$ cat config.mk
export PLATFORM = sky130hd
export DESIGN_NAME = mem_arbiter
export DESIGN_NICKNAME = d
export VERILOG_FILES = /design/src/rtl/mem_arbiter.sv
export SDC_FILE = /design/constraint.sdc
export NUM_CORES = 1
export LEC_CHECK = 0
export ABC_CLOCK_PERIOD_IN_PS = 2300
export CELL_PAD_IN_SITES_DETAIL_PLACEMENT = 0
export CELL_PAD_IN_SITES_GLOBAL_PLACEMENT = 1
export CORE_ASPECT_RATIO = 0.7
export CORE_MARGIN = 2
export CORE_UTILIZATION = 25
export CTS_CLUSTER_DIAMETER = 40
export DETAILED_ROUTE_END_ITERATION = 10
export GPL_TIMING_DRIVEN = 0
export HOLD_SLACK_MARGIN = 0.02
export PLACE_DENSITY_LB_ADDON = 0.25
export SLEW_MARGIN = 20
export SYNTH_ARGS = -nofsm -noshare
export SYNTH_HDL_FRONTEND = slang
export SYNTH_SLANG_ARGS = --single-unit
$ cat constraint.sdc
create_clock -name clk -period 2.3 [get_ports clk]
set_input_delay 0.46 -clock clk [delete_from_list [all_inputs] [get_ports clk]]
set_output_delay 0.46 -clock clk [all_outputs]
set_load 0.03 [all_outputs]
$ cat src/rtl/mem_arbiter.sv
// mem_arbiter: shares one single-port memory between instruction fetch and
// data access. Data has priority. After STARVE_LIMIT data grants made while
// a fetch waits, the waiting fetch wins the next arbitration.
//
// Ports:
//   clk, rst_n                  clock, asynchronous active-low reset
//   i_req/i_addr/i_flush        fetch request, PC, redirect (drops result)
//   i_ack/i_rdata               fetch completion and instruction
//   d_re/d_we/d_addr/d_wdata    load/store request (store wins if both)
//   d_ack/d_rdata               data completion and load data
//   mem_req/mem_we/mem_addr/mem_wdata   registered memory request
//   mem_ready/mem_rdata         memory completion and read data
//   if_stall, mem_stall         pipeline freeze signals
module mem_arbiter #(
   parameter int unsigned ADDR_WIDTH   = 32,
   parameter int unsigned DATA_WIDTH   = 32,
   parameter int unsigned STARVE_LIMIT = 4
) (
   input  logic                  clk,
   input  logic                  rst_n,
   input  logic                  i_req,
   input  logic [ADDR_WIDTH-1:0] i_addr,
   input  logic                  i_flush,
   output logic                  i_ack,
   output logic [DATA_WIDTH-1:0] i_rdata,
   input  logic                  d_re,
   input  logic                  d_we,
   input  logic [ADDR_WIDTH-1:0] d_addr,
   input  logic [DATA_WIDTH-1:0] d_wdata,
   output logic                  d_ack,
   output logic [DATA_WIDTH-1:0] d_rdata,
   output logic                  mem_req,
   output logic                  mem_we,
   output logic [ADDR_WIDTH-1:0] mem_addr,
   output logic [DATA_WIDTH-1:0] mem_wdata,
   input  logic                  mem_ready,
   input  logic [DATA_WIDTH-1:0] mem_rdata,
   output logic                  if_stall,
   output logic                  mem_stall
);

   localparam logic [1:0] IDLE  = 2'd0;
   localparam logic [1:0] DATA  = 2'd1;
   localparam logic [1:0] FETCH = 2'd2;

   localparam logic [2:0] LIMIT = 3'(STARVE_LIMIT);

   logic [1:0] state;
   logic [2:0] starve;
   logic       drop;
   logic       d_req;
   logic       grant_d;
   logic       grant_i;
   logic       done;

   always_comb begin
      d_req   = d_re | d_we;
      // A fetch waiting through LIMIT data grants takes the next slot.
      grant_d = (state == IDLE) && d_req && ((starve < LIMIT) || !i_req);
      grant_i = (state == IDLE) && !grant_d && i_req;
      done    = (state != IDLE) && mem_ready;
      d_ack   = done && (state == DATA);
      // A flush in the completion cycle cancels the result just like an
      // earlier flush that set the drop flag.
      i_ack   = done && (state == FETCH) && !drop && !i_flush;
      i_rdata = mem_rdata;
      d_rdata = mem_rdata;
      if_stall  = i_req & ~i_ack;
      mem_stall = d_req & ~d_ack;
   end

   always_ff @(posedge clk or negedge rst_n) begin
      if (!rst_n) begin
         state     <= IDLE;
         starve    <= '0;
         drop      <= 1'b0;
         mem_req   <= 1'b0;
         mem_we    <= 1'b0;
         mem_addr  <= '0;
         mem_wdata <= '0;
      end else begin
         case (state)
            IDLE: begin
               if (grant_d) begin
                  state     <= DATA;
                  mem_req   <= 1'b1;
                  mem_we    <= d_we;
                  mem_addr  <= d_addr;
                  mem_wdata <= d_wdata;
                  // grant_d with i_req set implies starve < LIMIT, so the
                  // increment saturates naturally at LIMIT.
                  starve    <= i_req ? starve + 3'd1 : '0;
               end else if (grant_i) begin
                  state    <= FETCH;
                  mem_req  <= 1'b1;
                  mem_we   <= 1'b0;
                  mem_addr <= i_addr;
                  starve   <= '0;
               end else if (!i_req) begin
                  starve <= '0;
               end
            end
            DATA: begin
               if (mem_ready) begin
                  state   <= IDLE;
                  mem_req <= 1'b0;
                  mem_we  <= 1'b0;
               end
            end
            FETCH: begin
               if (mem_ready) begin
                  state   <= IDLE;
                  mem_req <= 1'b0;
                  drop    <= 1'b0;
               end else if (i_flush) begin
                  drop <= 1'b1;
               end
            end
            default: begin
               state   <= IDLE;
               mem_req <= 1'b0;
               mem_we  <= 1'b0;
               drop    <= 1'b0;
            end
         endcase
      end
   end

endmodule

# [After elaboration in Yosys (flattened, before gate mapping)]
# Index checks and enable logic that the tools add are counted.
[op_classes] add_sub_neg=1 magnitude_cmp=1 n_eq_ne=7 mux=20 bitwise=7 reduce_logical=25
[op_table] operator="$mux 32" count=2
[op_table] operator="$mux 3" count=4
[op_table] operator="$reduce_and 2->1" count=5
[op_table] operator="$logic_and 1x1->1" count=9
[op_table] operator="$mux 1" count=7
[op_table] operator="$mux 2" count=3
[op_table] operator="$ne 3x3->1 const B" count=2
[op_table] operator="$logic_not 1->1" count=4
[op_table] operator="$not 1->1" count=4
[op_table] operator="$pmux 1 s2" count=2
[op_table] operator="$pmux 2 s2" count=1
[op_table] operator="$reduce_bool 2->1" count=2
[op_table] operator="$reduce_or 2->1" count=2
[op_table] operator="$add 3x1->3 const B" count=1
[op_table] operator="$lt 3x3->1 const B" count=1
[op_table] operator="$ne 3x1->1 const B" count=1
[op_table] operator="$pmux 1 s3" count=1
[op_table] operator="$reduce_and 3->1" count=1
[op_table] operator="$and 1x1->1" count=2
[op_table] operator="$eq 2x1->1 const B" count=1
[op_table] operator="$eq 2x2->1 const B" count=1
[op_table] operator="$logic_not 2->1" count=1
[op_table] operator="$ne 2x1->1 const B" count=1
[op_table] operator="$ne 2x2->1 const B" count=1
[op_table] operator="other kinds (2)" count=2
[totals] regBits=72 input_bits=135 out_inout_bits=134 wordCells=68

# [Longest topological paths before layout]
# Gate-level depths: netlist of run 1.
[logic_depth] word_depth=9 mapped_depth=7 ltp_nobuf=5

# [Worst setup path before layout of run 1]
# Ideal clock, no wire load.
[synth_timing] path_type="register to output" startpoint="register state[0]" endpoint="output if_stall" t_arrival_ns=1.515 t_required_ns=1.840 slack_ns=0.325 stages_incl_launch_ff=6 path_buffers=0 cell_sequence="dfrtp_1 -> inv_1 -> ha_1 -> nor2b_1 -> and3_1 -> nor2b_1"
[synth_between] elab_chain_cells=7 word_cells_on_any_way=8 classes_between="eq/ne: 1; bitwise: 2; reduce/logical: 5"
[synth_lines] item="from (decl)" line_no="48" rtl="logic [1:0] state;"
[synth_lines] item="from (signal assigned)" line_no="74" rtl="state <= IDLE;"
[synth_lines] item="from (signal assigned)" line_no="85" rtl="state <= DATA;"
[synth_lines] item="from (signal assigned)" line_no="94" rtl="state <= FETCH;"
[synth_lines] item="$reduce_bool 2->1" line_no="61" rtl="done = (state != IDLE) && mem_ready;"
[synth_lines] item="$logic_and 1x1->1" line_no="61"
[synth_lines] item="$logic_and 1x1->1 (*) (3 in series)" line_no="65" rtl="i_ack = done && (state == FETCH) && !drop && !i_flush;"
[synth_lines] item="via i_ack" line_no="24" rtl="output logic i_ack,"
[synth_lines] item="$not 1->1 (*)" line_no="68" rtl="if_stall = i_req & ~i_ack;"
[synth_lines] item="$and 1x1->1 (*)" line_no="68"
[synth_lines] item="to (decl)" line_no="38" rtl="output logic if_stall,"
# Mark *: on every way through the listed nets, which the timed path passes. The rest lies on a longest branch.

# [Worst setup path in the final report of run 1]
[layout_timing] startpoint="register state[0]" endpoint="output if_stall"
[layout_between] elab_chain_cells=7 word_cells_on_any_way=8 classes_between="eq/ne: 1; bitwise: 2; reduce/logical: 5"
[layout_lines] item="$reduce_bool 2->1" line_no="61"
[layout_lines] item="$logic_and 1x1->1" line_no="61"
[layout_lines] item="$logic_and 1x1->1 (*) (3 in series)" line_no="65"
[layout_lines] item="$not 1->1 (*)" line_no="68"
[layout_lines] item="$and 1x1->1 (*)" line_no="68"
# Mark *: on every way between the ends. The rest lies on a longest branch, timed or not.

==> key figures, run 1 <==
Run status
  – Status: completed

Synth
  – Largest cells by area after synthesis: dfrtp_1, buf_4, mux2_4
  – Seq/Total Area, Yosys: 46.2%
  – Post-Syn Area per Cell: 10.7 µm²
  – Share of synthesized registers carrying an async set or reset: 100%
  – Post-synth top area share: between 40% and 50%
  – Count of cell types in the netlist: 31
  – Mapped Area: 0.00390 mm²
  – Number of synthesized register bits: 72
  – Gate Count Post-Synth: 365
  – Most frequent cell after synthesis: dfrtp_1
  – Area leader, netlist: dfrtp_1
  – Ys Warns: 0
  – Ys flop type: dfrtp_1
  – Post-synth EDFFs: 0
  – Synth cell count leaders: dfrtp_1, buf_4, nor2_1, o21ai_0, a21oi_1
  – Mapped Nets: 504

CTS
  – Cts hold-fix bufs: 0
  – Clock buffer depth: 2
  – CTS root buf: clkbuf_16
  – TritonCTS buffer count: 9
  – Reg clk slew, reported paths: 0.06 ns
  – Cts repair resizes: 8
  – Postcts setup bufs: 0
  – Htree depth: 3
  – CTS Sinks: just over 70
  – CTS tree: built
  – Skew-Pair Late Insertion Delay: 0.33 ns

Detailed routing
  – Drt initial violations: 180
  – DRC errors left: 0
  – Mean routed wirelength per cell: 15.3 µm
  – TritonRoute pass-1 iters: 4
  – Post-detailed-routing wire length: 12.5 mm
  – Antenna Violating Nets Remaining: 0
  – Vias: 3548
  – Vias per cell: roughly 4.3

Setup path
  – Max FO, Critical Path: 4
  – Slowest cell delay on critical path: 0.38 ns
  – Most frequent CP cell: nor2b_1
  – Crit. End Element: output pin
  – CP Launch Type: flip-flop
  – Critical path arrival: 1.74 ns
  – WS Path Type: reg2out
  – R2R depth: 7
  – WP data required: about 1.8 ns
  – Crit-path cells: inv_1, ha_2, nor2b_1, and3_1, nor2b_1, clkdlybuf4s15_2
  – Worst path slowest cell: dfrtp_1

GRT
  – Initial antenna violation count: 0
  – First-pass GRT wire length: 19.3 mm
  – Total congestion overflow: 0
  – Tot GR Track Use: 14.8%
  – Largest net degree at the start of global routing: around 40
  – Vias in the first global route: 3661

Timing
  – F_max: 0.455 GHz
  – Final Hold Viols: 0
  – Pins Over Slew Limit: 0
  – Slew @ Worst Pin: 0.475 ns
  – Total negative setup slack: 0 ns
  – Setup WS post-layout: 0.101 ns
  – Final worst path period need: approximately 2.2 ns
  – Final hold slack: 0.0681 ns
  – Final setup vio count: 0
  – RSZ-0062 raised after global routing: false
  – Crit share post-route: 95.6%
  – Worst clock skew: between 0.004 and 0.005 ns
  – Rel. slew slack: 68.4%

Finish
  – Diode count: 0
  – Layout overhead on the synthesized area: 75.9%
  – Post-layout util: 44.7%
  – Nets: 752
  – Share of cells above drive strength 1: ~22%
  – Fillers: between 1k and 1.5k

Floorplanning
  – Initial Util: 25.4%
  – I/O pins: 269
  – Core Region: 0.0154 mm²
  – FP Rows: 38
  – Die Area: roughly 0.017 mm²
  – Die H: 109 µm
  – Die width: ~150 µm

Power and ir drop
  – Lkg Pwr: 2.91 nW
  – Max IR drop VDD: 0.000646 V
  – Total power per unit cell area: 1340 mW/mm²

Place
  – Post-DP HPWL: 9.47 mm
  – GPL Wtd Cong: 0.808
  – Place WS: -0.218 ns
  – PortBufs: 236

Run
  – Number of max-cap violations: 0

Hold path
  – Class of the worst hold path: in2async
[stage by stage]
stage                     instance area [µm²]  std cells  power, W
after global placement                   6510        801   0.00765
after floorplan                          3900        365   0.00562
after detailed placement                 6540        802   0.00771
after global routing                     6860        818   0.00975
final                                    6860        818   0.00917
after CTS                                6860        818   0.00929
[per-layer routing]
metal / routed length [µm] / part of all wire [%] / track usage (%) / vias up
li1: - / - / - / 1702
met1: 5530 / 44 / 19.6 / 1696
met2: 5930 / 47 / 23.6 / 146
met3: 980 / 7.8 / 4.93 / 4
met4: 75 / 0.60 / 3.57 / 0
met5: 0 / 0 / 0 / -
[cell type report]
cell class | instances | area [µm²] | share of cell area (%)
timing repair buffer | 237 | 2390 | 34.8
sequential | 72 | 1800 | 26.3
multi-input combinational | 200 | 1430 | 20.8
buffer | 87 | 653 | 9.52
tap | 200 | 250 | 3.65
clock buffer | 10 | 229 | 3.34
clock inverter | 6 | 92.6 | 1.35
inverter | 6 | 22.5 | 0.328
[registers in the layout, indices dropped and copies added (netlist names)]
signal,count
starve,3
mem_addr,32
state,2
mem_we,1
mem_wdata,32
drop,1
mem_req,1
[power breakdown]
group | internal [W] | switching [W]
clock network | 0.000956 | 0.000558
logic | 0.00249 | 0.00290
registers | 0.00191 | 0.000350
[logic make-up (layout without fill, tap and decap cells)]
kind of cell    Yosys count  in the layout  share of synthesized area (%)
compound gates          109            109                           16.2
fa+ha+maj                 4              4                           1.28
buf+inv                  93            346                           17.3
flops                    72             72                           46.2
mux                      34             34                           12.7
simple gates             53             53                           6.32
[critical path: cells and delay by family (launching register included)]
family | cells | cell delay, ns
adder cells (fa/ha/maj) | 1 | 0.25
buffers and inverters | 2 | 0.42
AND/OR/NAND/NOR | 3 | 0.36
flip-flops | 1 | 0.38
[placed cells by master (no fill, tap or decap), drive strengths merged, types with 2 or more instances in the layout]
| cell | n |
|---|---|
| clkdlybuf4s15 | 2 |
| clkbuf | 19 |
| buf | 80 |
| a31oi | 32 |
| a21o | 2 |
| nand2 | 3 |
| clkdlybuf4s50 | 231 |
| o21ai | 36 |
| nor2b | 4 |
| ha | 4 |
| inv | 7 |
| dlygate4sd2 | 2 |
| a21oi | 34 |
| and2 | 2 |
| nand3 | 2 |
| mux2 | 33 |
| and3 | 2 |
| bufinv | 2 |
| clkinvlp | 2 |
| nor2 | 38 |
| dfrtp | 72 |
[path summary, 6_finish.rpt]
| kind | from | to | slack (ns) |
|---|---|---|---|
| max | state[0] | if_stall | 0.10 |
| min | rst_n | mem_addr[25] | 0.07 |
| max reg2reg | state[0] | mem_addr[2] | 0.56 |
| min reg2reg | mem_req | mem_req | 0.48 |
| max in group asynchronous | rst_n | mem_addr[16] | 1.67 |
| min in group clk | mem_req | mem_req | 0.48 |
Note: power is estimated with default switching activity, not from simulation.
==> inputs of run 2 (changes only) <==
--- a/config.mk
+++ b/config.mk
@@ -6,12 +6,14 @@
 export NUM_CORES = 1
 export LEC_CHECK = 0
 export ABC_CLOCK_PERIOD_IN_PS = 2300
+export CAP_MARGIN = 20
 export CELL_PAD_IN_SITES_DETAIL_PLACEMENT = 0
 export CELL_PAD_IN_SITES_GLOBAL_PLACEMENT = 1
 export CORE_ASPECT_RATIO = 0.7
 export CORE_MARGIN = 2
 export CORE_UTILIZATION = 25
 export CTS_CLUSTER_DIAMETER = 40
+export CTS_CLUSTER_SIZE = 28
 export DETAILED_ROUTE_END_ITERATION = 10
 export GPL_TIMING_DRIVEN = 0
 export HOLD_SLACK_MARGIN = 0.02
==> constraint.sdc (replaced) <==
create_clock -name clk -period 2.3 [get_ports clk]
set_input_delay 0.46 -clock clk [delete_from_list [all_inputs] [get_ports clk]]
set_output_delay 0.46 -clock clk [all_outputs]
set_load 0.005 [all_outputs]
==> key figures, run 2 (same netlist as run 1, synthesis figures left out) <==
CTS
  – Reg clk slew, reported paths: 0.06 ns (about the same)
  – TritonCTS buffer count: 9 (unchanged)
  – CTS root buf: clkbuf_16
  – CTS tree: built
  – Clock buffer depth: 2 (unchanged)
  – CTS Sinks: 72 (unchanged)
  – Postcts setup bufs: 0 (unchanged)
  – Skew-Pair Late Insertion Delay: 0.33 ns (about the same)
  – Htree depth: 3 (unchanged)

GRT
  – Vias in the first global route: 3656 (-0.14%)
  – Tot GR Track Use: 14.8% (about the same)
  – Initial antenna violation count: 0 (unchanged)
  – Largest net degree at the start of global routing: 41 (unchanged)
  – Total congestion overflow: 0 (unchanged)
  – First-pass GRT wire length: 19.3 mm (+0.11%)

Detailed routing
  – Vias per cell: 4.34 (about the same)
  – TritonRoute pass-1 iters: 4 (unchanged)
  – Post-detailed-routing wire length: 12.5 mm (about the same)
  – Mean routed wirelength per cell: 15.3 µm (about the same)
  – Antenna Violating Nets Remaining: 0 (unchanged)
  – DRC errors left: 0 (unchanged)
  – Vias: 3547 (-0.028%)
  – Drt initial violations: 175 (-2.8%)

Power and ir drop
  – Lkg Pwr: 2.93 nW (+0.59%)
  – Max IR drop VDD: 0.000486 V (-25%)
  – Power, Total: 0.00792 W (-14%)
  – Total power per unit cell area: 1150 mW/mm² (-14%)

Place
  – GPL Wtd Cong: 0.808 (unchanged)
  – PortBufs: 236 (unchanged)
  – Placed cells: 802 (unchanged)
  – Post-DP HPWL: 9.47 mm (unchanged)
  – Placed Area: 0.00654 mm² (unchanged)

Finish
  – Top Registers: mem_addr (32), mem_wdata (32), starve (3)
  – Post-layout util: 44.7% (+0.057 points)
  – Nets: 752 (unchanged)
  – Final non-filler cell total: 818 (unchanged)
  – Diode count: 0 (unchanged)
  – Share of cells above drive strength 1: 22.2% (+0.16 points)
  – Commonest cells after routing, fill and taps aside: clkdlybuf4s50_1, dfrtp_1, buf_4
  – Most common cell after layout, fill and taps aside: clkdlybuf4s50_1
  – Layout overhead on the synthesized area: 76.1%
  – Design Area, Final: 0.00687 mm² (+0.13%)

Timing
  – Final setup vio count: 0 (unchanged)
  – Slew @ Worst Pin: 0.476 ns (+0.000963 ns)
  – Pins Over Slew Limit: 0 (unchanged)
  – F_max: 0.480 GHz (+5.6%)
  – RSZ-0062 raised after global routing: false
  – Worst clock skew: 0.00384 ns (-0.000295 ns)
  – Crit share post-route: 90.5% (-5.1 points)
  – Final worst path period need: 2.08 ns (-0.117 ns)
  – Rel. slew slack: 68.3% (about the same)
  – Final Hold Viols: 0 (unchanged)

Setup path
  – Crit-path cells: clkdlybuf4s50_1, nor2b_2, and3_1, nor2b_1, dlygate4sd2_1
  – CP Launch Type: input port
  – Worst r2r dst: mem_addr[2]
  – WP data required: 1.84 ns (about the same)
  – FF-to-FF setup slack: 0.63 ns (+0.07 ns)
  – R2R depth: 7 (unchanged)
  – Crit. End Element: output pin
  – Max FO, Critical Path: 3 (-1)
  – Origin of the critical flop-to-flop path: state[1]
  – WS Path Type: in2out
  – Worst Setup SP: mem_ready
  – Slowest cell delay on critical path: 0.45 ns (+0.07 ns)
  – Worst path slowest cell: clkdlybuf4s50_1
  – Critical path arrival: 1.62 ns (-0.12 ns)

Floorplanning
  – FP Rows: 38 (unchanged)
  – Die H: 109 µm (unchanged)
  – Die Area: 0.0166 mm² (unchanged)
  – Core Region: 0.0154 mm² (unchanged)
  – Initial Util: 25.4% (unchanged)
  – Die width: 153 µm (unchanged)
  – I/O pins: 269 (unchanged)

Run status
  – Status: completed

Run
  – Number of max-cap violations: 0 (unchanged)

Hold path
  – Class of the worst hold path: in2async
==> run 2: cell count changes in the layout (fill, tap and decap cells not counted) <==
cell / delta
dlygate4sd2_1: +3
dlymetal6s2s_1: +1
clkdlybuf4s50_1: -2
inv_2: +2
ha_2: -1
nor2b_1: -1
inv_1: -2
nor2b_2: +1
ha_4: +1
clkdlybuf4s15_2: -2
==> run 2: area by class of cell <==
| class | instances | area (µm²) |
|---|---|---|
| well taps | 200 | 250 |
| clock inverters | 6 | 92.6 |
| plain buffers | 87 | 653 |
| repair buffers | 237 | 2380 |
| multi-input cells | 200 | 1440 |
| fillers | 1494 | 8490 |
| inverters | 6 | 22.5 |
| clock buffers | 10 | 229 |
| flip-flops and latches | 72 | 1800 |
==> run 2: layer usage <==
layer	wire, µm	up-vias	share of wire [%]	GRT usage [%]
met2	5910	162	47	23.6
met4	75	0	0.60	3.57
met3	1030	4	8.3	4.93
met1	5490	1678	44	19.6
li1	-	1703	-	-
met5	0	-	0	0
==> run 2: stage by stage <==
step / setup slack, ns / hold slack [ns] / setup TNS, ns
3_5_place_dp: -0.0493 / 0.448 / -0.0937
6_report: 0.218 / 0.0697 / 0
2_1_floorplan: 0.736 / 0.164 / 0
4_1_cts: 0.0177 / 0.0786 / 0
3_3_place_gp: -1.95 / 0.477 / -140.35
5_1_grt: 0.165 / 0.0933 / 0
==> run 2: critical path, delay by kind of cell <==
kind / cells / cell delay [ns]
simple gates: 3 / 0.46
buf+inv: 2 / 0.70
==> run 2: report_power, final <==
group | switching [W] | total, W | internal (W)
registers | 0.000352 | 0.00227 | 0.00191
clock network | 0.000560 | 0.00152 | 0.000956
logic | 0.00163 | 0.00413 | 0.00250
total | 0.00255 | 0.00792 | 0.00537
==> run 2: timing repair <==
action                                  in CTS  in global routing
hold buffers                                 0                  0
endpoints found under the setup margin       4                  1
resized for setup                            9                  2
pin swaps                                    1                  0
==> run 2: worst max-delay path by stage <==
| stage | end | slack, ns | depth (start not counted) |
|---|---|---|---|
| after detailed placement | if_stall | -0.05 | 5 |
| after global placement | mem_wdata[16] | -1.95 | 1 |
| after floorplan | mem_we | 0.74 | 5 |
| after global routing | if_stall | 0.16 | 5 |
| after CTS | d_ack | 0.02 | 4 |
| final | if_stall | 0.22 | 5 |
==> inputs of run 3 (changes only) <==
--- a/config.mk
+++ b/config.mk
@@ -5,7 +5,7 @@
 export SDC_FILE = /design/constraint.sdc
 export NUM_CORES = 1
 export LEC_CHECK = 0
-export ABC_CLOCK_PERIOD_IN_PS = 2300
+export ABC_CLOCK_PERIOD_IN_PS = 2070
 export CAP_MARGIN = 20
 export CELL_PAD_IN_SITES_DETAIL_PLACEMENT = 0
 export CELL_PAD_IN_SITES_GLOBAL_PLACEMENT = 1
==> constraint.sdc (replaced) <==
create_clock -name clk -period 2.07 [get_ports clk]
set_input_delay 0.414 -clock clk [delete_from_list [all_inputs] [get_ports clk]]
set_output_delay 0.414 -clock clk [all_outputs]
set_load 0.005 [all_outputs]
==> key figures, run 3 (same netlist as run 1, synthesis figures left out) <==
Setup path
  – Origin of the critical flop-to-flop path: state[0]
  – Max FO, Critical Path: 3 (unchanged)
  – CP Launch Type: flip-flop
  – Slowest cell delay on critical path: 0.40 ns (-0.05 ns)
  – R2R depth: 7 (unchanged)
  – Worst r2r dst: mem_addr[2]
  – Crit. End Element: output pin
  – Critical path arrival: 1.56 ns (-0.06 ns)
  – Worst path bufs/invs: 2 (unchanged)
  – Critical path depth in cells: 5 (unchanged)
  – WP data required: 1.66 ns (-0.18 ns)
  – CP Capture Point: if_stall
  – FF-to-FF setup slack: 0.41 ns (-0.22 ns)
  – Crit path max-delay family: flip-flops
  – Crit-path cells: buf_4, ha_1, and3_1, nor2b_1, clkdlybuf4s15_1
  – Worst Setup SP: state[1]
  – WS Path Type: reg2out
  – Worst path slowest cell: dfrtp_1

CTS
  – CTS Sinks: 72 (unchanged)
  – CTS tree: built
  – Reg clk slew, reported paths: 0.06 ns (about the same)
  – Clock buffer depth: 2 (unchanged)
  – TritonCTS buffer count: 9 (unchanged)
  – Cts hold-fix bufs: 0 (unchanged)
  – CTS root buf: clkbuf_16
  – Htree depth: 3 (unchanged)
  – Skew-Pair Late Insertion Delay: 0.33 ns (about the same)

Floorplanning
  – Core Region: 0.0154 mm² (unchanged)
  – Initial Util: 25.4% (unchanged)
  – Die H: 109 µm (unchanged)
  – Die Area: 0.0166 mm² (unchanged)
  – Die width: 153 µm (unchanged)
  – I/O pins: 269 (unchanged)
  – FP Rows: 38 (unchanged)

Run
  – Number of max-cap violations: 0 (unchanged)

Timing
  – Worst clock skew: 0.00400 ns (+0.000153 ns)
  – F_max: 0.506 GHz
  – Rel. slew slack: 67.1% (-1.2 points)
  – Final Hold Viols: 0 (unchanged)
  – Final worst path period need: around 2.0 ns
  – Pins Over Slew Limit: 0 (unchanged)
  – RSZ-0062 raised after global routing: false
  – Slew @ Worst Pin: 0.494 ns (+0.0182 ns)
  – Total negative setup slack: 0 ns (unchanged)
  – Final setup vio count: 0 (unchanged)
  – Crit share post-route: 95.4%

Power and ir drop
  – Lkg Pwr: 2.93 nW (about the same)
  – Total power per unit cell area: 1280 mW/mm² (+11%)
  – Power, Total: 0.00884 W (+12%)
  – Max IR drop VDD: 0.000540 V (+11%)

Detailed routing
  – Vias: 3561 (+0.39%)
  – Vias per cell: 4.34 (about the same)
  – Antenna Violating Nets Remaining: 0 (unchanged)
  – Post-detailed-routing wire length: 12.6 mm (+0.46%)
  – Drt initial violations: 172 (-1.7%)
  – DRC errors left: 0 (unchanged)
  – TritonRoute pass-1 iters: 4 (unchanged)
  – Mean routed wirelength per cell: 15.3 µm (about the same)

Run status
  – Status: completed

Finish
  – Nets: 755 (+0.40%)
  – Layout overhead on the synthesized area: 76.6%
  – Most common cell after layout, fill and taps aside: clkdlybuf4s50_1
  – Top Registers: mem_addr (32), mem_wdata (32), starve (3)
  – Commonest cells after routing, fill and taps aside: clkdlybuf4s50_1, dfrtp_1, buf_4
  – Share of cells above drive strength 1: 22.4% (+0.21 points)
  – Diode count: 0 (unchanged)
  – Post-layout util: 44.9% (+0.12 points)

GRT
  – Total congestion overflow: 0 (unchanged)
  – Largest net degree at the start of global routing: 41 (unchanged)
  – Vias in the first global route: 3675 (+0.52%)
  – First-pass GRT wire length: 19.4 mm (+0.39%)
  – Tot GR Track Use: 14.9% (+0.052 points)
  – Initial antenna violation count: 0 (unchanged)

Place
  – PortBufs: 236 (unchanged)
  – GPL Wtd Cong: 0.808 (unchanged)
  – Post-DP HPWL: 9.47 mm (unchanged)

Hold path
  – Class of the worst hold path: in2async
-- run 3: cell types whose count changed in the layout (fill, tap and decap cells not counted), sizes merged --
| cell | before | now |
|---|---|---|
| dlymetal6s2s | 1 | 0 |
| buf | 80 | 83 |
| dlygate4sd2 | 5 | 4 |
| clkdlybuf4s15 | 0 | 1 |
| clkdlybuf4s50 | 229 | 230 |
-- run 3: stage by stage --
step                      worst slack (ns)  cells  hold WS [ns]  instance area [µm²]
after detailed placement            -0.187    802         0.402                 6540
final                               0.0951    821        0.0232                 6890
after floorplan                      0.506    365         0.118                 3900
after global routing               0.00884    821        0.0473                 6890
after CTS                           0.0566    820        0.0326                 6880
after global placement               -2.14    801         0.477                 6510
-- run 3: layout make-up --
cell class	count	area, µm²
buffer	87	653
clock buffer	10	229
clock inverter	6	92.6
fill	1493	8470
inverter	6	22.5
multi-input combinational	200	1440
sequential	72	1800
tap	200	250
timing repair buffer	240	2400
-- run 3: repair_timing --
item | in CTS | in global routing
gates resized for setup | 9 | 1
setup endpoints to repair | 4 | 1
setup buffers | 2 | 1
pin swaps | 1 | 0
-- run 3: worst min path at each step --
stage	from	endpoint	slack (ns)
after floorplan	rst_n	drop	0.12
after global placement	mem_req	mem_req	0.48
after detailed placement	rst_n	mem_addr[25]	0.40
after CTS	rst_n	mem_addr[25]	0.03
after global routing	rst_n	mem_addr[25]	0.05
final	rst_n	mem_addr[25]	0.02
-- run 3: routing by layer --
layer	vias up	part of all wire [%]	track usage (%)
li1	1709	-	-
met1	1691	44	19.7
met2	157	47	23.7
met3	4	8.0	4.93
met4	0	0.60	3.57
met5	-	0	0
-- run 3: power breakdown --
| group | leakage, nW | switching [W] | internal (W) |
|---|---|---|---|
| clock | 0.149 | 0.000626 | 0.00106 |
| sequential | 0.838 | 0.000389 | 0.00213 |
| combinational | 1.94 | 0.00183 | 0.00280 |
-- run 3: worst reg2reg max path: cells and delay by family, from the launching register on --
family | cells | cell delay [ns]
fa+ha+maj | 1 | 0.17
simple gates | 1 | 0.08
compound gates | 2 | 0.37
buf+inv | 3 | 0.56
flops | 1 | 0.39
